<file path="config.mk">
export PLATFORM = sky130hd
export DESIGN_NAME = wb_stage
export DESIGN_NICKNAME = d
export VERILOG_FILES = /design/src/rtl/wb_stage_pkg.sv /design/src/rtl/wb_stage_instret.sv /design/src/rtl/wb_stage.sv
export SDC_FILE = /design/constraint.sdc
export NUM_CORES = 1
export LEC_CHECK = 0
export CORE_MARGIN = 2
export CORE_UTILIZATION = 30
export CTS_CLUSTER_SIZE = 16
export DETAILED_ROUTE_END_ITERATION = 16
export GPL_TIMING_DRIVEN = 0
export PLACE_DENSITY = 0.67
export SETUP_SLACK_MARGIN = 0.02
export SLEW_MARGIN = 20
export SYNTH_ARGS = -nofsm -noshare
export SYNTH_HDL_FRONTEND = slang
export SYNTH_SLANG_ARGS = --single-unit
</file>
<file path="constraint.sdc">
create_clock -name clk -period 5.1 [get_ports clk]
set_clock_uncertainty 0.05 [all_clocks]
set_input_delay 1.53 -clock clk [delete_from_list [all_inputs] [get_ports clk]]
set_output_delay 1.53 -clock clk [all_outputs]
set_load 0.005 [all_outputs]
</file>
<file path="src/rtl/wb_stage_pkg.sv">
// Shared types for the write-back stage: LSU op encoding, FSM states and the
// pipeline-wide scoreboard tag width.
package wb_stage_pkg;

    localparam int TAG_WIDTH = 3;

    typedef enum logic {
        LSU_OP_LD = 1'b0,
        LSU_OP_ST = 1'b1
    } lsu_op_e;

    typedef enum logic [1:0] {
        IDLE  = 2'd0,
        WAIT  = 2'd1,
        DRAIN = 2'd2
    } wb_state_e;

endpackage

</file>
<file path="src/rtl/wb_stage_instret.sv">
// Free-running 64-bit retired-instruction counter; wraps silently on overflow.
module wb_instret_cnt (
    input  logic        clk,
    input  logic        reset_n,
    input  logic        inc_en,
    output logic [63:0] count
);

    always_ff @(posedge clk or negedge reset_n) begin
        if (!reset_n) begin
            count <= 64'd0;
        end else if (inc_en) begin
            count <= count + 64'd1;
        end
    end

endmodule

</file>
<file path="src/rtl/wb_stage.sv">
// RV32 write-back stage: waits for LSU responses, writes the register file,
// forwards the result, clears scoreboard dirty bits and reports LSU faults.
module wb_stage #(
    parameter int TAG_WIDTH   = wb_stage_pkg::TAG_WIDTH,
    parameter int LSU_TIMEOUT = 255
) (
    input  logic                   clk,
    input  logic                   reset_n,
    input  logic                   inst_valid_wb,
    input  logic                   rd_wr_en_wb,
    input  logic [TAG_WIDTH-1:0]   rd_wr_tag_wb,
    input  logic [4:0]             rd_wr_addr_wb,
    input  logic [31:0]            rd_wr_data_wb,
    input  logic                   lsu_en_wb,
    input  wb_stage_pkg::lsu_op_e  lsu_op_wb,
    input  logic [31:0]            lsu_rdata_wb,
    input  logic                   lsu_valid_wb,
    input  logic                   lsu_err_wb,
    input  logic                   exc_taken_wb,
    input  logic [31:0]            pc_wb,
    input  logic                   flush_W,
    output logic                   ready_wb,
    output logic                   rf_wr_en,
    output logic [4:0]             rf_wr_addr,
    output logic [31:0]            rf_wr_data,
    output logic                   forward_wb_en,
    output logic [TAG_WIDTH-1:0]   forward_wb_tag,
    output logic [4:0]             forward_wb_addr,
    output logic [31:0]            forward_wb_wdata,
    output logic                   clr_dirty_wb_en,
    output logic [4:0]             clr_dirty_wb_addr,
    output logic                   lsu_exc_valid,
    output logic [31:0]            lsu_exc_pc,
    output logic                   lsu_exc_store,
    output logic                   lsu_exc_timeout,
    output logic [63:0]            instret
);

    import wb_stage_pkg::*;

    localparam int CNT_W = $clog2(LSU_TIMEOUT + 1);

    wb_state_e        state, state_next;
    logic [CNT_W-1:0] cnt;
    logic             kill;
    logic             timeout_hit;
    logic             done;      // slot leaves WB this cycle, by any path
    logic             commit;    // slot retires architecturally
    logic             exc;
    logic             exc_to;
    logic [31:0]      result;

    assign kill        = flush_W | exc_taken_wb;
    assign timeout_hit = (cnt == CNT_W'(LSU_TIMEOUT));

    always_ff @(posedge clk or negedge reset_n) begin
        if (!reset_n) begin
            state <= IDLE;
            cnt   <= '0;
        end else begin
            state <= state_next;
            if (state != IDLE && state_next != IDLE) begin
                cnt <= cnt + CNT_W'(1);
            end else begin
                cnt <= '0;
            end
        end
    end

    always_comb begin
        state_next = state;
        ready_wb   = 1'b1;
        done       = 1'b0;
        commit     = 1'b0;
        exc        = 1'b0;
        exc_to     = 1'b0;
        case (state)
            IDLE: begin
                if (inst_valid_wb) begin
                    if (!lsu_en_wb) begin
                        done   = 1'b1;
                        commit = ~kill;
                    end else if (lsu_valid_wb) begin
                        done   = 1'b1;
                        commit = ~kill & ~lsu_err_wb;
                        exc    = ~kill & lsu_err_wb;
                    end else begin
                        ready_wb   = 1'b0;
                        state_next = kill ? DRAIN : WAIT;
                    end
                end
            end
            WAIT: begin
                ready_wb = 1'b0;
                // A flush that coincides with the response has nothing left to drain.
                if (flush_W) begin
                    if (lsu_valid_wb) begin
                        done       = 1'b1;
                        ready_wb   = 1'b1;
                        state_next = IDLE;
                    end else begin
                        state_next = DRAIN;
                    end
                end else if (lsu_valid_wb) begin
                    done       = 1'b1;
                    ready_wb   = 1'b1;
                    commit     = ~lsu_err_wb;
                    exc        = lsu_err_wb;
                    state_next = IDLE;
                end else if (timeout_hit) begin
                    done       = 1'b1;
                    ready_wb   = 1'b1;
                    exc        = 1'b1;
                    exc_to     = 1'b1;
                    state_next = IDLE;
                end
            end
            DRAIN: begin
                ready_wb = 1'b0;
                if (lsu_valid_wb || timeout_hit) begin
                    done       = 1'b1;
                    ready_wb   = 1'b1;
                    state_next = IDLE;
                end
            end
            default: begin
                state_next = IDLE;
            end
        endcase
    end

    assign result = (lsu_en_wb && lsu_op_wb == LSU_OP_LD) ? lsu_rdata_wb : rd_wr_data_wb;

    assign rf_wr_en   = commit & rd_wr_en_wb & (rd_wr_addr_wb != 5'd0);
    assign rf_wr_addr = rf_wr_en ? rd_wr_addr_wb : 5'd0;
    assign rf_wr_data = rf_wr_en ? result : 32'd0;

    assign forward_wb_en    = rf_wr_en;
    assign forward_wb_tag   = rf_wr_en ? rd_wr_tag_wb : '0;
    assign forward_wb_addr  = rf_wr_addr;
    assign forward_wb_wdata = rf_wr_data;

    // Any exit that skips the rf write must still release the dirty bit.
    assign clr_dirty_wb_en   = done & rd_wr_en_wb & ~rf_wr_en;
    assign clr_dirty_wb_addr = clr_dirty_wb_en ? rd_wr_addr_wb : 5'd0;

    assign lsu_exc_valid   = exc;
    assign lsu_exc_pc      = exc ? pc_wb : 32'd0;
    assign lsu_exc_store   = exc & (lsu_op_wb == LSU_OP_ST);
    assign lsu_exc_timeout = exc_to;

    wb_instret_cnt u_instret (
        .clk     (clk),
        .reset_n (reset_n),
        .inc_en  (commit),
        .count   (instret)
    );

endmodule

</file>
==> results by group <==
Detailed routing
  • Via density: between 4 and 5
  • DRT antenna net count: 0
  • 1st-iter DRT viols: 291
  • DR pass1 iterations: 5
  • Drt total wl: 21.5 mm
  • Vias: about 5500
  • WL per Instance: 19.1 µm
  • Drc violations: 0

Timing
  • Final Worst Setup Slack: between 0.06 and 0.07 ns
  • Fin crit period: 5.03 ns
  • Part of the cycle the worst path needs: 98.7%
  • Max Clock Freq: 199 MHz
  • Max-slew headroom: roughly a fifth
  • Final Max Tran Viols: 0
  • Final hold vios: 0
  • Setup violators final: 0
  • Unrepaired setup endpoints after global routing: true
  • Slew @ Worst Pin: 1.18 ns

Global route
  • Initial antenna violation count: 1
  • Vias in the first global route: about 5400
  • Global route overflow: 0
  • GRT Total Usage: approximately a quarter
  • Largest net degree at the start of global routing: 41
  • First-pass GRT wire length: 32.3 mm

Worst setup path
  • Crit path kind: primary input to output port
  • Worst-path cell chain: dlygate4sd2_1 > and3b_2 > o221a_4 > o211ai_1 > buf_6 > buf_8 > a21oi_4 > buf_6 > clkdlybuf4s50_1
  • R2R Path Start: state[1]
  • Critical path fanouts, max: 8
  • CP arrival: 3.45 ns
  • Crit. Startpoint: lsu_err_wb
  • CP max-delay cell: clkdlybuf4s50_1
  • Setup crit end: rf_wr_data[21]
  • Crit path max-delay family: buffers and inverters
  • Critical Path Stages: 9
  • Slowest Stage Delay on Critical Path: 0.50 ns
  • R2r setup slk: 2.43 ns
  • Buffers & Inverters on Critical Path: 5
  • Reg2reg end: u_instret.count[37]
  • CP required: 3.52 ns
  • CP endpoint kind: output port
  • Most frequent CP cell: buf_6
  • Crit start category: primary input
  • R2r worst-path depth: 7

Floorplan
  • Initial Util: 30.7%
  • Die height: ~130 µm
  • Rows: 46
  • Placeable Area: around 16000 µm²
  • DIE AREA: around 17000 µm²
  • I/O Pins: roughly 300
  • Die Width: 132 µm

Logic synthesis
  • Area fraction of the dominant cell type after synthesis: about 38%
  • Post-synth cell types: 44
  • Yosys warns: 0
  • Netlist Area Pre-Place: 4880 µm²
  • Syn avg cell area: 8.45 µm²
  • Largest cells by area after synthesis: dfrtp_1 38%, xor2_1 7.9%, nand2_1 7.0%
  • Synth area leader: dfrtp_1
  • Post-synth ARST share: 100%
  • Yosys reg bits: 74
  • Number of flops mapped to enable cells by yosys: 0
  • Mapped Cells: 577
  • Post-Syn Nets: 693
  • Most common flop cell mapped by yosys: dfrtp_1
  • Post-synthesis sequential area ratio: a little under two fifths

Place
  • # port buffers: 297
  • Placed insts: 1091
  • Routability cong.: 0.877
  • Post-DP HPWL: between 15 and 20 mm
  • DP Worst Slack: -1.17 ns

Final layout
  • Commonest non-fill, non-tap cell in the layout: clkdlybuf4s50_1
  • Final cell count without fillers: roughly 1100
  • Area grow syn2layout: 81.5%
  • Filler Cell Count: 1476
  • Commonest non-fill, non-tap cells in the layout: 234 x clkdlybuf4s50_1, 91 x nand2_1, 74 x dfrtp_1, 62 x buf_4, 45 x and2_1
  • Fin util: 55.7%
  • Ratio of cells with drive above 1 in the final layout: 17.4%
  • Nets@finish: slightly above 1000

Power
  • P_int: 1.09 mW
  • Logic pwr share: 18.8%
  • PnR Total Power: 1.46 mW
  • Psw: 0.367 mW
  • Sw Ratio: around a quarter
  • Sequential share of power: 42.8%
  • Maximum vdd ir drop: between 100 and 150 µV
  • Leakage: 4.25 nW
  • Cell area power density: 165 nW/µm²
  • Clock Power Share: 38.4%

CTS
  • CTS Sinks: 74
  • Num CTS Buffers: 9
  • Clock Tree Root: clkbuf_16
  • CTS tree: built
  • H-tree Lvls: 3
  • Clock Latency Late Sink: 0.33 ns
  • CTS Buffer Depth: 2
  • Reg clk slew, reported paths: approximately 0.050 ns

Outcome
  • Outcome: completed

Hold path
  • Hold_sp: u_instret.count[63]
  • Hold/Removal Path Class: flip-flop to flip-flop

Flow run
  • Max-cap violations: 0
stage by stage:
stage	setup TNS [ns]	cell area (µm²)	hold WS, ns
after detailed placement	-96.07	8140	0.422
after global placement	-116.32	8120	0.408
after floorplan	0	4880	0.397
final	0	8850	0.425
after global routing	-0.0124	8850	0.449
after CTS	0	8800	0.429
state kept, by name, summed over array words and instances, names as in the netlist:
name / flops
cnt: 8
u_instret.count: 64
state: 2
layout make-up:
type	count	area (µm²)	share of cell area [%]
repair buffers	317	3110	35.2
multi-input cells	424	2810	31.7
flip-flops and latches	74	1850	20.9
plain buffers	63	493	5.57
well taps	216	270	3.05
clock buffers	12	236	2.67
inverters	15	56.3	0.636
clock inverters	3	17.5	0.198
diodes	1	2.50	0.0283
synthesized netlist by cell type, drive strengths merged (3+ instances only):
cell type / instances
buf: 45
a21oi: 38
nand2: 91
nor2: 30
nand3: 32
and3: 15
and4: 3
xor2: 44
o211ai: 4
xnor2: 25
nor3: 21
clkbuf: 19
and2: 48
inv: 15
dfrtp: 74
nand4: 24
nor4: 22
nor3b: 3
kinds of logic after synthesis:
logic type      count (synthesis)  share of synthesized area [%]
compound gates                 51                           6.54
simple gates                  300                           32.9
fa+ha+maj                       2                          0.513
xor+xnor                       69                           12.4
buf+inv                        79                           9.24
flops                          74                           38.0
mux                             2                          0.436
per-layer routing:
metal,routed length (µm),vias to the layer above,share of wire (%),track usage [%]
li1,-,2597,-,-
met1,8870,2608,41,29.7
met2,10300,217,48,40.9
met3,1590,35,7.4,6.29
met4,659,0,3.1,8.45
met5,0,-,0,0
power by group through the flow:
stage / Combinational, mW / Clock (mW) / Sequential, mW
floorplan: 0.0692 / 0 / 0.632
global placement: 0.252 / 0 / 0.635
detailed placement: 0.255 / 0 / 0.634
CTS: 0.275 / 0.574 / 0.625
global route: 0.294 / 0.596 / 0.629
finish: 0.275 / 0.560 / 0.625
worst register-to-register path, cell delays in order, from the launching register on:
cell       delay [ns]
dfrtp_1          0.42
or2_1            0.23
buf_2            0.18
a2111oi_4        0.61
nand4_4          0.34
buf_6            0.27
nor4_2           0.29
xor2_1           0.21
worst min path at each step:
| stage | end | slack (ns) | cells past startpoint |
|---|---|---|---|
| after floorplan | cnt[0] | 0.40 | 1 |
| after global placement | u_instret.count[63] | 0.41 | 1 |
| after detailed placement | u_instret.count[63] | 0.42 | 1 |
| after CTS | u_instret.count[63] | 0.43 | 1 |
| after global routing | u_instret.count[63] | 0.45 | 1 |
| final | u_instret.count[63] | 0.43 | 1 |
timing repair:
action                                  4_1_cts  5_1_grt
endpoints found under the setup margin      119       75
cloned                                        3        0
pin swaps                                     4        2
resized for setup                           128       37
buffers inserted                             14        3
hold buffers                                  0        0
No activity file was read; power rests on OpenSTA's default activity.
